--- src/rtl/std_pkg.sv ---
// Shared types for the std_* register library: clock description and
// masked read-modify-write opcodes.
package std_pkg;

  typedef struct packed {
    logic [31:0] freq_khz;
    logic [7:0]  duty_pct;
  } std_clock_info_t;

  typedef enum logic [1:0] {
    STD_MASK_OP_WRITE  = 2'd0,
    STD_MASK_OP_SET    = 2'd1,
    STD_MASK_OP_CLEAR  = 2'd2,
    STD_MASK_OP_TOGGLE = 2'd3
  } std_mask_op_t;

  function automatic int unsigned std_id_width(input int unsigned n);
    return (n > 1) ? $clog2(n) : 1;
  endfunction

endpackage

--- src/rtl/std_register_granular.sv ---
// Register of type T with an independent write enable per bit.
module std_register_granular
  import std_pkg::*;
#(
  parameter std_clock_info_t CLOCK_INFO   = '0,
  parameter type             T            = logic,
  parameter T                RESET_VECTOR = '0
) (
  input  logic                clk,
  input  logic                rst,
  input  logic [$bits(T)-1:0] enable,
  input  logic [$bits(T)-1:0] next,
  output T                    value
);

  localparam int unsigned W = $bits(T);

  logic [W-1:0] q;

  always_ff @(posedge clk) begin
    if (rst) begin
      q <= RESET_VECTOR;
    end else begin
      for (int unsigned k = 0; k < W; k++) begin
        if (enable[k]) q[k] <= next[k];
      end
    end
  end

  assign value = T'(q);

endmodule

--- src/rtl/std_round_robin_arbiter.sv ---
// Round-robin arbiter: one-hot grant searched circularly from a pointer that
// moves just past the winner whenever the grant is consumed.
module std_round_robin_arbiter
  import std_pkg::*;
#(
  parameter  int unsigned PORTS = 2,
  localparam int unsigned ID_W  = std_id_width(PORTS)
) (
  input  logic             clk,
  input  logic             rst,
  input  logic [PORTS-1:0] request,
  input  logic             advance,
  output logic [PORTS-1:0] grant,
  output logic [ID_W-1:0]  grant_id
);

  logic [ID_W-1:0] ptr;
  logic [ID_W-1:0] cand;
  logic            found;

  always_comb begin
    grant    = '0;
    grant_id = '0;
    found    = 1'b0;
    cand     = '0;
    for (int unsigned o = 0; o < PORTS; o++) begin
      cand = ID_W'((32'(ptr) + o) % PORTS);
      if (!found && request[cand]) begin
        grant[cand] = 1'b1;
        grant_id    = cand;
        found       = 1'b1;
      end
    end
  end

  always_ff @(posedge clk) begin
    if (rst) begin
      ptr <= '0;
    end else if (advance) begin
      if (32'(grant_id) == PORTS - 1) ptr <= '0;
      else                            ptr <= grant_id + 1'b1;
    end
  end

endmodule

--- src/rtl/std_register_granular_arbiter.sv ---
// Shared bit-granular register: PORTS requesters issue masked RMW operations,
// one is served per cycle and old/new values come back on one response channel.
module std_register_granular_arbiter
  import std_pkg::*;
#(
  parameter  std_clock_info_t CLOCK_INFO   = '0,
  parameter  type             T            = logic,
  parameter  T                RESET_VECTOR = '0,
  parameter  int unsigned     PORTS        = 2,
  localparam int unsigned     ID_W         = std_id_width(PORTS)
) (
  input  logic                           clk,
  input  logic                           rst,
  input  logic [PORTS-1:0]               req_valid,
  output logic [PORTS-1:0]               req_ready,
  input  logic [PORTS-1:0][1:0]          req_op,
  input  logic [PORTS-1:0][$bits(T)-1:0] req_mask,
  input  logic [PORTS-1:0][$bits(T)-1:0] req_data,
  output logic                           rsp_valid,
  input  logic                           rsp_ready,
  output logic [ID_W-1:0]                rsp_id,
  output logic [$bits(T)-1:0]            rsp_old,
  output logic [$bits(T)-1:0]            rsp_new,
  output logic [$bits(T)-1:0]            value
);

  localparam int unsigned W = $bits(T);

  logic [PORTS-1:0] grant;
  logic [ID_W-1:0]  grant_id;
  logic             can_issue;
  logic             fire;
  std_mask_op_t     op;
  logic [W-1:0]     op_mask;
  logic [W-1:0]     op_data;
  logic [W-1:0]     enable;
  logic [W-1:0]     next;
  logic [W-1:0]     updated;
  T                 stored;

  std_round_robin_arbiter #(
    .PORTS (PORTS)
  ) u_arb (
    .clk      (clk),
    .rst      (rst),
    .request  (req_valid),
    .advance  (fire),
    .grant    (grant),
    .grant_id (grant_id)
  );

  std_register_granular #(
    .CLOCK_INFO   (CLOCK_INFO),
    .T            (T),
    .RESET_VECTOR (RESET_VECTOR)
  ) u_storage (
    .clk    (clk),
    .rst    (rst),
    .enable (enable),
    .next   (next),
    .value  (stored)
  );

  assign value = W'(stored);

  // A free response slot is either empty or being drained this cycle.
  always_comb begin
    can_issue = !rsp_valid || rsp_ready;
    req_ready = grant & {PORTS{can_issue}};
    fire      = |(req_valid & req_ready);
  end

  always_comb begin
    op      = std_mask_op_t'(req_op[grant_id]);
    op_mask = req_mask[grant_id];
    op_data = req_data[grant_id];
    enable  = fire ? op_mask : '0;
    next    = value;
    case (op)
      STD_MASK_OP_WRITE:  next = op_data;
      STD_MASK_OP_SET:    next = '1;
      STD_MASK_OP_CLEAR:  next = '0;
      STD_MASK_OP_TOGGLE: next = ~value;
      default:            next = value;
    endcase
    updated = (value & ~enable) | (next & enable);
  end

  always_ff @(posedge clk) begin
    if (rst) begin
      rsp_valid <= 1'b0;
      rsp_id    <= '0;
      rsp_old   <= '0;
      rsp_new   <= '0;
    end else if (fire) begin
      rsp_valid <= 1'b1;
      rsp_id    <= grant_id;
      rsp_old   <= value;
      rsp_new   <= updated;
    end else if (rsp_ready) begin
      rsp_valid <= 1'b0;
    end
  end

endmodule

--- config.mk ---
export PLATFORM = sky130hd
export DESIGN_NAME = std_register_granular_arbiter
export DESIGN_NICKNAME = d
export VERILOG_FILES = /design/src/rtl/std_pkg.sv /design/src/rtl/std_register_granular.sv /design/src/rtl/std_round_robin_arbiter.sv /design/src/rtl/std_register_granular_arbiter.sv
export SDC_FILE = /design/constraint.sdc
export NUM_CORES = 1
export LEC_CHECK = 0
export ABC_AREA = 1
export BUFFER_PORTS_ARGS = -buffer_cell sky130_fd_sc_hd__buf_4
export CORE_AREA = 8 8 45 47
export DETAILED_ROUTE_END_ITERATION = 10
export DIE_AREA = 0 0 53 55
export GPL_ROUTABILITY_DRIVEN = 0
export SYNTH_ARGS = -nofsm -noshare
export SYNTH_HDL_FRONTEND = slang
export SYNTH_SLANG_ARGS = --single-unit
--- constraint.sdc ---
create_clock -name clk -period 3.08 [get_ports clk]
set_input_delay 0 -clock clk [delete_from_list [all_inputs] [get_ports clk]]
set_output_delay 0 -clock clk [all_outputs]
set_load 0.01 [all_outputs]
==> flow_summary.ini, run 1 <==
[synthesis]
synth_compound_area_share_pct = 9.69
synthCells = 52
synth-warning-count = 0
synth_fa_ha_area_share_pct = 0
yosysUniqueCellTypes = 12
synth_top_area_share_pct = 33.2
synth_mux_area_share_pct = 0
netlist_area_sq_um = 362
synth_top_cells_by_area = dfxtp_1, nand2_4, inv_1
yosys-top-cells-count = inv_1, nand2_1, dfxtp_1, nand2_4
synth_edf_count = 0
syn_nets = 65
ys_seq_area_share_pct = 33.2
avgSynthCellArea_sq_um = 6.95
yosysMostFrequentCell = inv_1
synth_top_family_by_area = simple AND/OR/NAND/NOR gates
ys_ff_latch = 6
synth-xor-area-share_pct = 0
async_flop_share_pct = 0
synth-simple-area-share_pct = 44.6
synth_ff_type = dfxtp_1
synth_top_cell_by_area = dfxtp_1

[worst_setup_path]
cp-endpoint = rsp_new
reg2reg_slack_ps = 2000
worstPathArrival_ps = 1230
path_class = reg -> reg
rr_endpoint = rsp_new
reg2reg_depth = 9
crit_fanout = 5
endpoint_kind = flop
cp-start-kind = flop
r2r_start = u_arb.ptr
cp_cell_sequence = nand2_2 -> nand2_4 -> nand2_4 -> nand2_4 -> nand2_2 -> nand2_1 -> nand3_1 -> nand2_1 -> inv_1
slowest_stage = dfxtp_1
cpMostUsedCell = nand2_4
cp-startpoint = u_arb.ptr
required_ps = 3220
cpPeakStageDelay_ps = 340

[power]
finalPower_uw = 235
leakage_uw = 0.000328
p_per_area_mw_per_mm2 = 422
vdd_drop_max_v = 0.000321

[grt]
grt_pass1_vias = 333
grt_usage_pct = 6.22
gr-total-overflow = 0
grt_pass1_wl_um = 1270
antenna_found_initial = 0
grt_max_degree = 6

[clocking]
htree_levels = 1
cts.sinks = 6
clk_latency_ps = 240
tritoncts.num_buffers = 3
path_clk_slew_ps = 40
cts_setup_buffers = 0
cts_buffer_depth = 2
cts_tree = built
root_buffer = clkbuf_4

[sta]
fin_tns_setup_ps = 0
worst_hold_slack_ps = 120
fmax_mhz = 922
drv_slew = 0
worst_pin_slew_ps = 138
period_minus_slack_ps = 1080
setup_viol = 0
fin_crit_sh_pct = 35.2
slew_headroom_pct = 90.7
skew_ps = 3.53
hold_violations = 0
rsz0062_at_grt = no

[drt]
drt_iter0_markers = 1
dr.pass1.iters = 3
vias = 365
drc = 0
wire_per_inst_um = 9.04
wl_um = 823
ant_nets = 0
drt-vias-per-instance = 4.01

[floorplan]
fp.dieW_um = 53
core_area_sq_mm = 0.00138
initial_core_util_pct = 26.1
io_pins = 20
die_y_um = 55
dieArea_sq_mm = 0.00292
num_rows = 14

[placement]
dp_hpwl_um = 695
port_buffers = 19

[outcome]
status = finished clean

[final_layout]
area_growth_pct = 54.0
nets = 90
drive_above_1_share_pct = 46.7
antenna_cells = 0

[min_path]
min-delay-start = req_valid[0]
min_path_type = in -> reg

[run]
cap_violations = 0
routing by layer:
layer / vias to the layer above / GRT usage (%) / share of wire (%) / routed length (um)
li1: 204 / - / - / -
met1: 144 / 5.91 / 43 / 351
met2: 13 / 8.59 / 41 / 340
met3: 4 / 3.48 / 12 / 97
met4: 0 / 7.76 / 4.1 / 34
met5: - / 0 / 0 / 0
critical path, delay by kind of cell, from the launching register on:
kind	cells	cell delay [ps]
buffers and inverters	1	30
flip-flops	1	340
AND/OR/NAND/NOR	8	620
repair_timing:
action,4_1_cts,5_1_grt
hold buffers,1,0
resized for setup,0,0
endpoints found under the hold margin,3,0
how the worst min path moves through the flow:
| stage | end | slack, ps | depth (start not counted) |
|---|---|---|---|
| global route | u_arb.ptr | 150 | 3 |
| global placement | u_arb.ptr | 190 | 2 |
| floorplan | rsp_id | 70 | 1 |
| CTS | u_arb.ptr | 110 | 3 |
| finish | u_arb.ptr | 120 | 3 |
| detailed placement | u_arb.ptr | 200 | 2 |
kinds of logic (layout without fill, tap and decap cells):
logic type             count (synthesis)  count (layout)
flip-flops                             6               6
AO/OA/AOI/OAI                          7               7
buffers and inverters                 12              35
AND/OR/NAND/NOR                       27              27
cells in the final DEF, fill, tap and decap left out, drive strengths merged:
cell type    instances
dlygate4sd3          1
clkbuf               3
a21oi                3
nand3                4
nand2               18
dfxtp                6
o21ai                4
inv                 12
buf                 19
nor2                 4
or2                  1
through the flow:
step | setup WS, ps | utilization [%] | instance area (sq um) | cells
CTS | 1990 | 40.2 | 557 | 91
global route | 1890 | 40.2 | 557 | 91
finish | 2000 | 40.2 | 557 | 91
floorplan | 2050 | - | 362 | 52
global placement | 2010 | 37.9 | 524 | 87
detailed placement | 1990 | 37.9 | 524 | 87
sequential cells by signal (all words and copies together), names as in the netlist:
signal / flops
rsp_old: 1
rsp_id: 1
rsp_new: 1
u_storage.value: 1
rsp_valid: 1
u_arb.ptr: 1
layout make-up:
| class | instances | area [sq um] |
|---|---|---|
| Tap cell | 16 | 20.0 |
| Sequential cell | 6 | 120 |
| Timing Repair Buffer | 20 | 153 |
| Clock buffer | 3 | 22.5 |
| Inverter | 12 | 45.0 |
| Fill cell | 150 | 827 |
| Multi-Input combinational cell | 34 | 196 |
report_power, final:
part / switching, uW / leakage [uW] / internal, uW / total [uW]
registers: 5.22 / 0.0000497 / 85.9 / 91.1
logic: 36.3 / 0.000265 / 36.7 / 73.1
clock network: 27.0 / 0.0000138 / 44.0 / 70.9
total: 68.5 / 0.000328 / 167 / 235
Note: power is estimated with default switching activity, not from simulation.
==> inputs of run 2 (changes only) <==
Settings changed: ABC_AREA 1 to 0.
Clock period 3.08 ns to 1.1 ns, I/O delays scaled along.
==> run 2 against run 1 <==
  * Non-clock buffer count is 4 higher
  * Total power grew to 2.9 times the previous value
  * Sequential power increased to 2.8 times the previous value
  * Global-route usage is 1.3 points higher
  * Sequential share of layout area down 1.5 points
  * Core utilization increased by 4.7 points
  * Via count rose by 12%
  * Critical path type is now reg -> out
  * Highest routed layer unchanged
==> flow_summary.ini, run 2 <==
[outcome]
status = finished clean

[drt]
wl_um = 1050
drc = 0
dr.pass1.iters = 2
vias = 408
wire_per_inst_um = 12.2
drt_iter0_markers = 2
ant_nets = 0
drt-vias-per-instance = 4.74

[power]
finalPower_uw = 674
p_per_area_mw_per_mm2 = 1080
vdd_drop_max_v = 0.000785
p_int_uw = 488
p_seq_share_pct = 37.7
share_comb_of_total_power_pct = 32.1
p_sw_share_pct = 27.6
power_switching_uw = 186
leakage_uw = 0.000282
pwr-share-clk_pct = 30.1

[synthesis]
synth_top_cells_by_area = dfxtp_1, a21oi_1, nor2b_1
syn_nets = 56
ys_ff_latch = 6
synth_top_cell_by_area = dfxtp_1
synthCells = 43
yosys-top-cells-count = dfxtp_1, a21oi_1, nor2_1, nor2b_1, nand2_1
synth_ff_type = dfxtp_1
synth_edf_count = 0
yosysUniqueCellTypes = 24
netlist_area_sq_um = 365
synth-warning-count = 0
ys_seq_area_share_pct = 32.9
async_flop_share_pct = 0
synth_top_area_share_pct = 32.9
yosysMostFrequentCell = dfxtp_1
avgSynthCellArea_sq_um = 8.50

[grt]
grt_max_degree = 6
grt_pass1_vias = 383
grt_util_met2_pct = 12.3
gr-total-overflow = 0
grt_pass1_wl_um = 1590
use_met3_pct = 4.55
antenna_found_initial = 0
grt_usage_pct = 7.49
use_met1_pct = 6.54
grt.busiest_layer = met2

[final_layout]
mostFrequentLayoutCells = buf_4, a21oi_1, dfxtp_1
finalInstanceArea_sq_um = 622
regArea_sq_um = 125
drive_above_1_share_pct = 60.0
utilization_pct = 44.9
multi_input_area_sq_um = 260
mostFrequentLayoutCell = buf_4
antenna_cells = 0
area_growth_pct = 70.2
nets = 85
fill_cells = 135

[clocking]
root_buffer = clkbuf_4
cts_buffer_depth = 2
cts_setup_buffers = 0
clk_latency_ps = 240
htree_levels = 1
path_clk_slew_ps = 50
cts.sinks = 6
cts_tree = built
tritoncts.num_buffers = 3

[sta]
worst_pin_slew_ps = 252
slew_headroom_pct = 83.1
hold_violations = 0
period_minus_slack_ps = 1090
fmax_mhz = 914
fin_crit_sh_pct = 99.5
rsz0062_at_grt = yes
skew_ps = 5.59
setup_viol = 0
drv_slew = 0

[worst_setup_path]
crit_fanout = 4
reg2reg_slack_ps = 5
required_ps = 1100
worstPathArrival_ps = 1090
r2r_start = u_arb.ptr
cp-start-kind = flop
path_class = reg -> out
reg2reg_depth = 4
endpoint_kind = primary output
cp-startpoint = u_arb.ptr
rr_endpoint = u_storage.value
cp-endpoint = req_ready[0]

[floorplan]
dieArea_sq_mm = 0.00292
initial_core_util_pct = 26.4
io_pins = 20
die_y_um = 55
num_rows = 14
core_area_sq_mm = 0.00138
fp.dieW_um = 53

[min_path]
min_path_type = in -> reg

[placement]
placed_area_sq_um = 566
dp_hpwl_um = 836
port_buffers = 19

[run]
cap_violations = 0
==> run 2: repair_timing <==
item / 4_1_cts / 5_1_grt
pin swaps: 2 / 1
hold endpoints to repair: 4 / 0
resized for setup: 0 / 7
hold buffers: 1 / 0
endpoints found under the setup margin: 1 / 5
==> run 2: worst max-delay path: stages (launching register included) <==
cell and delay [ps]:
dfxtp_4 360, buf_4 110, nand2_1 50, and3_1 190, buf_4 140
==> run 2: how the worst min path moves through the flow <==
stage / from / to / slack, ps / depth (start not counted)
finish: rst / rsp_new / 80 / 3
global route: rst / rsp_new / 80 / 3
CTS: rsp_ready / rsp_valid / 100 / 3
detailed placement: rst / rsp_id / 220 / 2
global placement: rst / rsp_id / 230 / 2
floorplan: rst / rsp_valid / 70 / 1
==> run 2: per-stage QoR <==
step	setup WS, ps	cells	setup TNS (ps)	hold WS [ps]
final	5.44	86	0	76.6
after global routing	-37.1	86	-97.0	83.4
after CTS	-16.6	86	-16.6	102
after detailed placement	-21.5	82	-21.5	222
after global placement	-28.2	82	-28.2	226
after floorplan	1.58	43	0	69.1
==> run 2: cell families (layout without fill, tap and decap cells) <==
group / after synthesis / after routing / synth area share, %
multiplexers: 2 / 2 / 6.85
buffers and inverters: 3 / 30 / 3.08
AND/OR/NAND/NOR: 18 / 18 / 27.1
flip-flops: 6 / 6 / 32.9
AO/OA/AOI/OAI: 14 / 14 / 30.1
==> run 2: routing by layer <==
metal  wire length (um)  up-vias
met2                551       12
met1                379      183
li1                   -      209
met3                 75        4
met4                 42        0
met5                  0        -
==> run 2: layout make-up <==
type	instances	area share [%]
Multi-Input combinational cell	34	41.9
Timing Repair Buffer	24	29.4
Sequential cell	6	20.1
Clock buffer	3	3.62
Tap cell	16	3.22
Inverter	3	1.81
==> run 2: power groups by stage <==
stage	Combinational, uW	Clock (uW)	Sequential, uW
floorplan	91.9	0	262
global placement	201	0	255
detailed placement	202	0	257
CTS	205	212	253
global route	235	227	257
finish	216	203	254
==> inputs of run 3 (changes only) <==
Settings changed: BUFFER_PORTS_ARGS -buffer_cell sky130_fd_sc_hd__buf_4 to not set, DONT_BUFFER_PORTS set to 1.
==> run 3 against run 2 <==
  * Largest power group unchanged
  * Clock-buffer cell count stayed put
  * Cell area fell by 12%
  * Critical endpoint is now u_storage.value
  * Total power is 6.3% lower
  * Core utilization shrank 5.6 points
  * Highest routed layer unchanged
  * Cell count fell by 14%
  * Largest cell class unchanged
  * Critical path depth stayed put
  * Hold slack got worse by 4.7 ps
  * Critical path type is now reg -> reg
  * The flow now finishes with violations (negative setup slack)
  * Global-route usage is 0.38 points higher
  * Via count is 12% lower
==> flow_summary.ini, run 3 (synthesis gave the netlist of run 2 again) <==
[floorplan]
core_area_sq_mm = 0.00138
die_y_um = 55
num_rows = 14
fp.dieW_um = 53
io_pins = 20
initial_core_util_pct = 26.4
dieArea_sq_mm = 0.00292

[worst_setup_path]
slowest_stage = dfxtp_4
crit_fanout = 5
cpPeakStageDelay_ps = 370
endpoint_kind = flop
path_buf_inv = 0
crit_cells = 4
reg2reg_depth = 4
worstPathArrival_ps = 1230
cp_cell_sequence = and2b_2 -> o21ai_2 -> and2_4 -> o32ai_2
required_ps = 1230
crit_family = simple AND/OR/NAND/NOR gates
path_class = reg -> reg
cp-start-kind = flop

[grt]
grt_pass1_wl_um = 1640
gr-total-overflow = 0
grt_pass1_vias = 386
grt_usage_pct = 7.87
grt_max_degree = 6
antenna_found_initial = 0

[sta]
skew_ps = 2.87
rsz0062_at_grt = yes
hold_violations = 0
drv_slew = 0
fmax_mhz = 907
fin_crit_sh_pct = 100
layout_setup_ws_ps = -3.08
setup_viol = 1
slew_headroom_pct = 82.2
worst_hold_slack_ps = 71.8
fin_tns_setup_ps = -3.08
period_minus_slack_ps = 1100
worst_pin_slew_ps = 265

[clocking]
cts_buffer_depth = 2
cts.sinks = 6
tritoncts.num_buffers = 3
root_buffer = clkbuf_4
path_clk_slew_ps = 50
cts_tree = built
clk_latency_ps = 250
htree_levels = 1

[min_path]
hold_depth = 3
min_path_type = in -> reg

[final_layout]
nets = 73
antenna_cells = 0
mostFrequentLayoutCells = dlygate4sd3_1, buf_4, a21oi_1
fill_cells = 136
stdcell_count = 74
area_growth_pct = 49.0
drive_above_1_share_pct = 43.1

[drt]
wire_per_inst_um = 14.6
drt-vias-per-instance = 4.86
wl_um = 1080
dr.pass1.iters = 2
vias = 360
drc = 0
drt_iter0_markers = 3
ant_nets = 0

[power]
p_int_uw = 456
power_switching_uw = 175
p_sw_share_pct = 27.7
leakage_uw = 0.000221
p_seq_share_pct = 41.3
share_comb_of_total_power_pct = 26.3
vdd_drop_max_v = 0.000522
p_per_area_mw_per_mm2 = 1160
pwr-share-clk_pct = 32.4

[placement]
port_buffers = 0
dpl.cell_count = 65
dp_hpwl_um = 776

[outcome]
status = finished, violations left
violations = negative setup slack

[run]
cap_violations = 0
==> run 3: worst reg2reg max path: stages (launching register included) <==
cell	delay, ps
dfxtp_4	370
and2b_2	220
o21ai_2	150
and2_4	180
o32ai_2	80
==> run 3: layer usage <==
| metal | GRT usage, % | share of wire [%] |
|---|---|---|
| met5 | 0 | 0 |
| met3 | 3.48 | 6.2 |
| met4 | 5.17 | 2.2 |
| met1 | 5.94 | 31 |
| met2 | 15.6 | 60 |
==> run 3: path summary, 6_finish.rpt <==
path                 from              end  slack, ps
max             u_arb.ptr  u_storage.value         -3
min          req_valid[1]          rsp_new         70
max reg2reg     u_arb.ptr  u_storage.value         -3
min reg2reg     rsp_valid        rsp_valid        520
==> run 3: final cells by class <==
| class | count | area [sq um] | share of cell area (%) |
|---|---|---|---|
| sequential | 6 | 125 | 23.0 |
| clock buffer | 3 | 22.5 | 4.14 |
| tap | 16 | 20.0 | 3.68 |
| multi-input combinational | 34 | 260 | 47.8 |
| timing repair buffer | 12 | 105 | 19.3 |
| inverter | 3 | 11.3 | 2.07 |
==> run 3: power groups by stage <==
| stage | registers, uW | logic, uW | clock network, uW |
|---|---|---|---|
| 4_1_cts | 258 | 155 | 219 |
| 3_5_place_dp | 262 | 134 | 0 |
| 6_report | 261 | 166 | 205 |
| 3_3_place_gp | 262 | 132 | 0 |
| 2_1_floorplan | 262 | 91.9 | 0 |
| 5_1_grt | 264 | 180 | 225 |
==> run 3: per-stage QoR <==
step	cell area, sq um	utilization (%)	power, uW	setup slack (ps)
after floorplan	373	-	354	1.58
after global placement	438	31.6	394	-32.8
after detailed placement	438	31.6	396	-26.4
after CTS	513	37.1	632	-27.9
after global routing	544	39.3	669	-40.0
final	544	39.3	631	-3.08
==> run 3: what timing repair did <==
item / 4_1_cts / 5_1_grt
resized for setup: 1 / 6
hold buffers: 5 / 1
hold endpoints to repair: 5 / 2
pin swaps: 2 / 1
endpoints found under the setup margin: 2 / 4
buffers inserted: 0 / 0
